**src/rtl/icache_fill_ctrl.sv**
```systemverilog
// Direct-mapped instruction cache with an 8-word block refill controller.
// Hits return in the same cycle; misses stall fetch while the block streams in from memory.
module icache_fill_ctrl #(
   parameter int unsigned INDEX_BITS      = 5,
   parameter int unsigned WORDS_PER_BLOCK = 8
) (
   input  logic        clk,
   input  logic        rst,
   input  logic        req_en,
   input  logic [15:0] req_addr,
   output logic [15:0] instr,
   output logic        stall,
   output logic        mem_rd_en,
   output logic [15:0] mem_addr,
   input  logic        mem_grant,
   input  logic [15:0] mem_data,
   input  logic        mem_data_valid
);

   localparam int unsigned SETS     = 1 << INDEX_BITS;
   localparam int unsigned OFF_BITS = $clog2(WORDS_PER_BLOCK);
   localparam int unsigned TAG_BITS = 16 - INDEX_BITS - OFF_BITS - 1;
   localparam int unsigned CNT_BITS = OFF_BITS + 1;

   typedef enum logic {
      IDLE = 1'b0,
      FILL = 1'b1
   } state_e;

   state_e                state_q, state_d;
   logic [TAG_BITS-1:0]   fill_tag_q, fill_tag_d;
   logic [INDEX_BITS-1:0] fill_index_q, fill_index_d;
   logic [CNT_BITS-1:0]   issue_cnt_q, issue_cnt_d;
   logic [OFF_BITS-1:0]   recv_cnt_q, recv_cnt_d;
   logic [SETS-1:0]       valid_q, valid_d;

   logic [TAG_BITS-1:0]   tag_q  [SETS];
   logic [15:0]           data_q [SETS][WORDS_PER_BLOCK];

   logic [TAG_BITS-1:0]   req_tag;
   logic [INDEX_BITS-1:0] req_index;
   logic [OFF_BITS-1:0]   req_off;
   logic                  hit_c;
   logic                  data_we_c;
   logic                  tag_we_c;
   logic                  unused_addr_lsb;

   assign req_tag         = req_addr[15 -: TAG_BITS];
   assign req_index       = req_addr[OFF_BITS+1 +: INDEX_BITS];
   assign req_off         = req_addr[1 +: OFF_BITS];
   assign unused_addr_lsb = req_addr[0];

   assign hit_c = req_en && (state_q == IDLE) && valid_q[req_index]
                  && (tag_q[req_index] == req_tag);

   // State, counters and valid bits; reset can land mid-fill and discards it.
   always_ff @(posedge clk or posedge rst) begin
      if (rst) begin
         state_q      <= IDLE;
         fill_tag_q   <= '0;
         fill_index_q <= '0;
         issue_cnt_q  <= '0;
         recv_cnt_q   <= '0;
         valid_q      <= '0;
      end else begin
         state_q      <= state_d;
         fill_tag_q   <= fill_tag_d;
         fill_index_q <= fill_index_d;
         issue_cnt_q  <= issue_cnt_d;
         recv_cnt_q   <= recv_cnt_d;
         valid_q      <= valid_d;
      end
   end

   // Tag and data arrays are only trusted behind valid, so they carry no reset.
   always_ff @(posedge clk) begin
      if (data_we_c) begin
         data_q[fill_index_q][recv_cnt_q] <= mem_data;
      end
      if (tag_we_c) begin
         tag_q[fill_index_q] <= fill_tag_q;
      end
   end

   always_comb begin
      state_d      = state_q;
      fill_tag_d   = fill_tag_q;
      fill_index_d = fill_index_q;
      issue_cnt_d  = issue_cnt_q;
      recv_cnt_d   = recv_cnt_q;
      valid_d      = valid_q;
      data_we_c    = 1'b0;
      tag_we_c     = 1'b0;
      instr        = 16'h0000;
      stall        = 1'b0;
      mem_rd_en    = 1'b0;
      mem_addr     = 16'h0000;

      case (state_q)
         IDLE: begin
            if (hit_c) begin
               instr = data_q[req_index][req_off];
            end else if (req_en) begin
               // Invalidate on entry so a partially refilled block never hits.
               stall              = 1'b1;
               state_d            = FILL;
               fill_tag_d         = req_tag;
               fill_index_d       = req_index;
               issue_cnt_d        = '0;
               recv_cnt_d         = '0;
               valid_d[req_index] = 1'b0;
            end
         end
         FILL: begin
            stall     = 1'b1;
            mem_rd_en = (issue_cnt_q < CNT_BITS'(WORDS_PER_BLOCK));
            mem_addr  = {fill_tag_q, fill_index_q, issue_cnt_q[OFF_BITS-1:0], 1'b0};
            if (mem_rd_en && mem_grant) begin
               issue_cnt_d = issue_cnt_q + CNT_BITS'(1);
            end
            if (mem_data_valid) begin
               data_we_c  = 1'b1;
               recv_cnt_d = recv_cnt_q + OFF_BITS'(1);
               if (recv_cnt_q == OFF_BITS'(WORDS_PER_BLOCK - 1)) begin
                  tag_we_c              = 1'b1;
                  valid_d[fill_index_q] = 1'b1;
                  state_d               = IDLE;
               end
            end
         end
         default: begin
            state_d = IDLE;
         end
      endcase
   end

endmodule

```
**config.mk**
```make
export PLATFORM = sky130hd
export DESIGN_NAME = icache_fill_ctrl
export DESIGN_NICKNAME = d
export VERILOG_FILES = /design/src/rtl/icache_fill_ctrl.sv
export SDC_FILE = /design/constraint.sdc
export NUM_CORES = 2
export LEC_CHECK = 0
export BUFFER_PORTS_ARGS = -buffer_cell sky130_fd_sc_hd__buf_4
export CORE_AREA = 2 2 534 642
export CTS_BUF_LIST = sky130_fd_sc_hd__clkbuf_8
export DETAILED_ROUTE_END_ITERATION = 6
export DIE_AREA = 0 0 536 644
export HOLD_SLACK_MARGIN = 0.08
export PLACE_DENSITY_LB_ADDON = 0.3
export SLEW_MARGIN = 10
export SYNTH_ARGS = -nofsm -noshare
export SYNTH_HDL_FRONTEND = slang
export SYNTH_MEMORY_MAX_BITS = 65536
export SYNTH_SLANG_ARGS = --single-unit
```
**constraint.sdc**
```tcl
create_clock -name clk -period 11.25 [get_ports clk]
set_input_delay 2.8125 -clock clk [delete_from_list [all_inputs] [get_ports clk]]
set_output_delay 2.8125 -clock clk [all_outputs]
set_load 0.03 [all_outputs]
```
==> results.txt <==
Post-synthesis cell count -> 7586
Vias per cell -> 6.36
Vias post-DR -> 84600
Crit. End Element -> output port
Synth async-reset ratio -> 1.19%
Die X-Extent -> 536 µm
Maximum Capacitance Violations -> 0
Initial antenna violation count -> 31
Vias in the first global route -> 83900
Grt met2 use -> 41.2%
Final nets -> 8312
Tmin final -> 10.65 ns
Final hold vios -> 0
Worst Hold Depth -> 1
Syn-to-layout area delta -> 11.5%
Max IR drop VDD -> 129 µV
Sequential fraction of the synthesis area -> 77.7%
Reg2Reg Depth -> 4
Outcome -> finished, final reports clean
Worst R2R Start -> fill_index_q[0]$_DFFE_PP0P_
Antenna-violating nets left -> 0
Worst EP arrival -> 7.84 ns
Leakage -> 59.6 nW
WL/cell -> 34.5 µm
Initial core utilization -> 49.6%
Starting DRC count in detailed routing -> 12300
H-tree levels -> 6
First-pass GRT wire length -> 639 mm
Cts bufs inserted -> 642
Design area -> 0.188 mm²
Placed instance area -> 0.176 mm²
YS warnings -> 0
Std cell rows -> 235
Power per cell area -> 175 mW/mm²
Reg2reg setup slack -> 7.50 ns
Setup Viol. Count Final -> 0
Layout cell share with drive strength beyond 1 -> 28.9%
Core ar. -> 0.340 mm²
Clk_skew -> 0.0892 ns
HP Start -> issue_cnt_q[0]$_DFFE_PP0P_
Detailed-route DRC error count -> 0
Number of filler cells placed in the layout -> 25000
I/O pins -> 71
FMAX -> 93.9 MHz
Postcts setup bufs -> 0
# port buffers -> 68
Post-synth EDFFs -> 4320
Hold_buf cts -> 0
Gpl congestion -> 0.892
Most Used Layer, Global Route -> met2
Setup TNS -> 0 ns
Total GRT Usage -> 26.4%
Die height -> 644 µm
Clk pin slew, worst setup/hold paths -> 0.06 ns
Slew margin rel. -> 10.8%
Cts repair resizes -> 0
Worst hold path endpoint -> issue_cnt_q[0]$_DFFE_PP0P_
Yosys reg bits -> 4372
Clk root buf -> clkbuf_8
Worst hold path class -> flip-flop to flip-flop
RSZ-0062 raised after global routing -> false
Clk sinks -> 4372
CTS tree -> yes
Synth Area per Inst -> 22.2 µm²
WL final -> 459 mm
Startpoint Class -> input port
Worst Tran Pin Value -> 1.34 ns
Final Cycle Share -> 94.7%
Post-DP HPWL -> 276 mm
Die ar. -> 0.345 mm²
Primary FF master, synth -> edfxtp_1
Largest net degree at the start of global routing -> 149
Worst R2R End -> data_q[26][91]$_DFFE_PP_
CP Max Fanout -> 128
GRT met3 Usage -> 5.67%
Clock Latency Late Sink -> 1.12 ns
Final Max Tran Viols -> 0
CP Class -> input port to output port
CTS max path bufs -> 4
Cell variety after synth -> 75
GR Overflow Total -> 0
GR Layer Usage met1 -> 35.9%
Cell area after synthesis -> 0.169 mm²
Syn Nets -> 7626
Crit path required time -> 8.44 ns
Pre-antenna DRT Iters -> 6
==> synthesized netlist by cell type (69+ instances only) <==
| cell type | count | area [µm²] |
|---|---|---|
| buf_2 | 101 | 505 |
| edfxtp_1 | 4320 | 130000 |
| nor2_1 | 365 | 1370 |
| nand2_1 | 95 | 357 |
| mux2i_1 | 294 | 2940 |
| a21oi_1 | 111 | 556 |
| mux2_2 | 85 | 957 |
| mux4_2 | 1025 | 23100 |
| a22oi_1 | 69 | 518 |
| buf_4 | 95 | 713 |
| o22ai_1 | 178 | 1110 |
| clkbuf_1 | 154 | 578 |
==> kinds of logic after synthesis <==
logic type	synth area share [%]
DFF	77.7
muxes	16.1
AOI/OAI and AO/OA	2.81
and+or+nand+nor	1.75
buffers and inverters	1.60
adders and majority gates	0.0223
other	0.00222
==> report_power, final <==
part	internal, mW	total (mW)	switching, mW	leakage [nW]
Sequential	18.3	18.4	0.147	39.5
Combinational	0.788	2.63	1.84	13.3
Clock	5.89	11.9	6.02	6.70
==> how the worst max path moves through the flow <==
| stage | from | end | slack, ns | cells after the start |
|---|---|---|---|---|
| final | req_addr[4] | instr[2] | 0.60 | 11 |
| after floorplan | req_addr[4] | instr[4] | 2.41 | 11 |
| after global routing | req_addr[4] | instr[5] | 0.60 | 11 |
| after detailed placement | req_addr[4] | instr[2] | 0.88 | 11 |
| after global placement | req_addr[4] | instr[2] | 0.90 | 11 |
| after CTS | req_addr[4] | instr[2] | 0.86 | 11 |
==> cells in the final DEF (no fill, tap or decap), drive strengths merged, types with 58 or more instances in the layout <==
cell type and count:
edfxtp 4320, mux4 1025, clkbuf 659, buf 486, nor2 366, mux2i 294, clkinv 241, inv 229
o22ai 178, a21oi 111, mux2 96, nand2 95, a22oi 69, o21ai 68, a211oi 66, o221ai 58
==> layer usage <==
metal  vias to the layer above  part of all wire, %
met5                         -                0.020
met4                        14                  5.1
met3                       897                   11
met2                      5177                   47
met1                     44900                   36
li1                      33600                    -
==> flip-flops by register name (all words and copies together), names as in the netlist <==
name          count
issue_cnt_q       4
fill_index_q      5
valid_q          32
data_q         4096
state_q           1
recv_cnt_q        3
tag_q           224
fill_tag_q        7
==> critical path, cell delays in order <==
cell,delay [ns]
buf_16,0.48
buf_4,0.46
mux2i_1,0.25
o22ai_1,0.11
or4_1,0.57
or3_1,0.34
a211oi_1,0.28
and4_1,0.30
nand3b_2,0.56
a21oi_1,1.02
buf_4,0.30
==> final cells by class <==
| class | count | area [µm²] | area share, % |
|---|---|---|---|
| sequential | 4372 | 131000 | 69.7 |
| multi-input combinational | 2758 | 35300 | 18.8 |
| clock buffer | 656 | 9030 | 4.80 |
| tap | 4503 | 5630 | 3.00 |
| timing repair buffer | 489 | 4170 | 2.22 |
| clock inverter | 501 | 2700 | 1.44 |
| inverter | 9 | 35.0 | 0.0186 |
| antenna | 13 | 32.5 | 0.0173 |
==> through the flow <==
step / util, % / instances / hold WS, ns / setup slack [ns] / total power, mW
floorplan: - / 7586 / 0.482 / 2.41 / 20.0
global placement: 51.9 / 12100 / 0.506 / 0.899 / 21.3
detailed placement: 51.9 / 12100 / 0.519 / 0.876 / 21.3
CTS: 55.3 / 13300 / 0.534 / 0.861 / 33.1
global route: 55.3 / 13300 / 0.556 / 0.599 / 33.9
finish: 55.3 / 13300 / 0.533 / 0.596 / 33.0
Power figures use the tool's default switching activity.
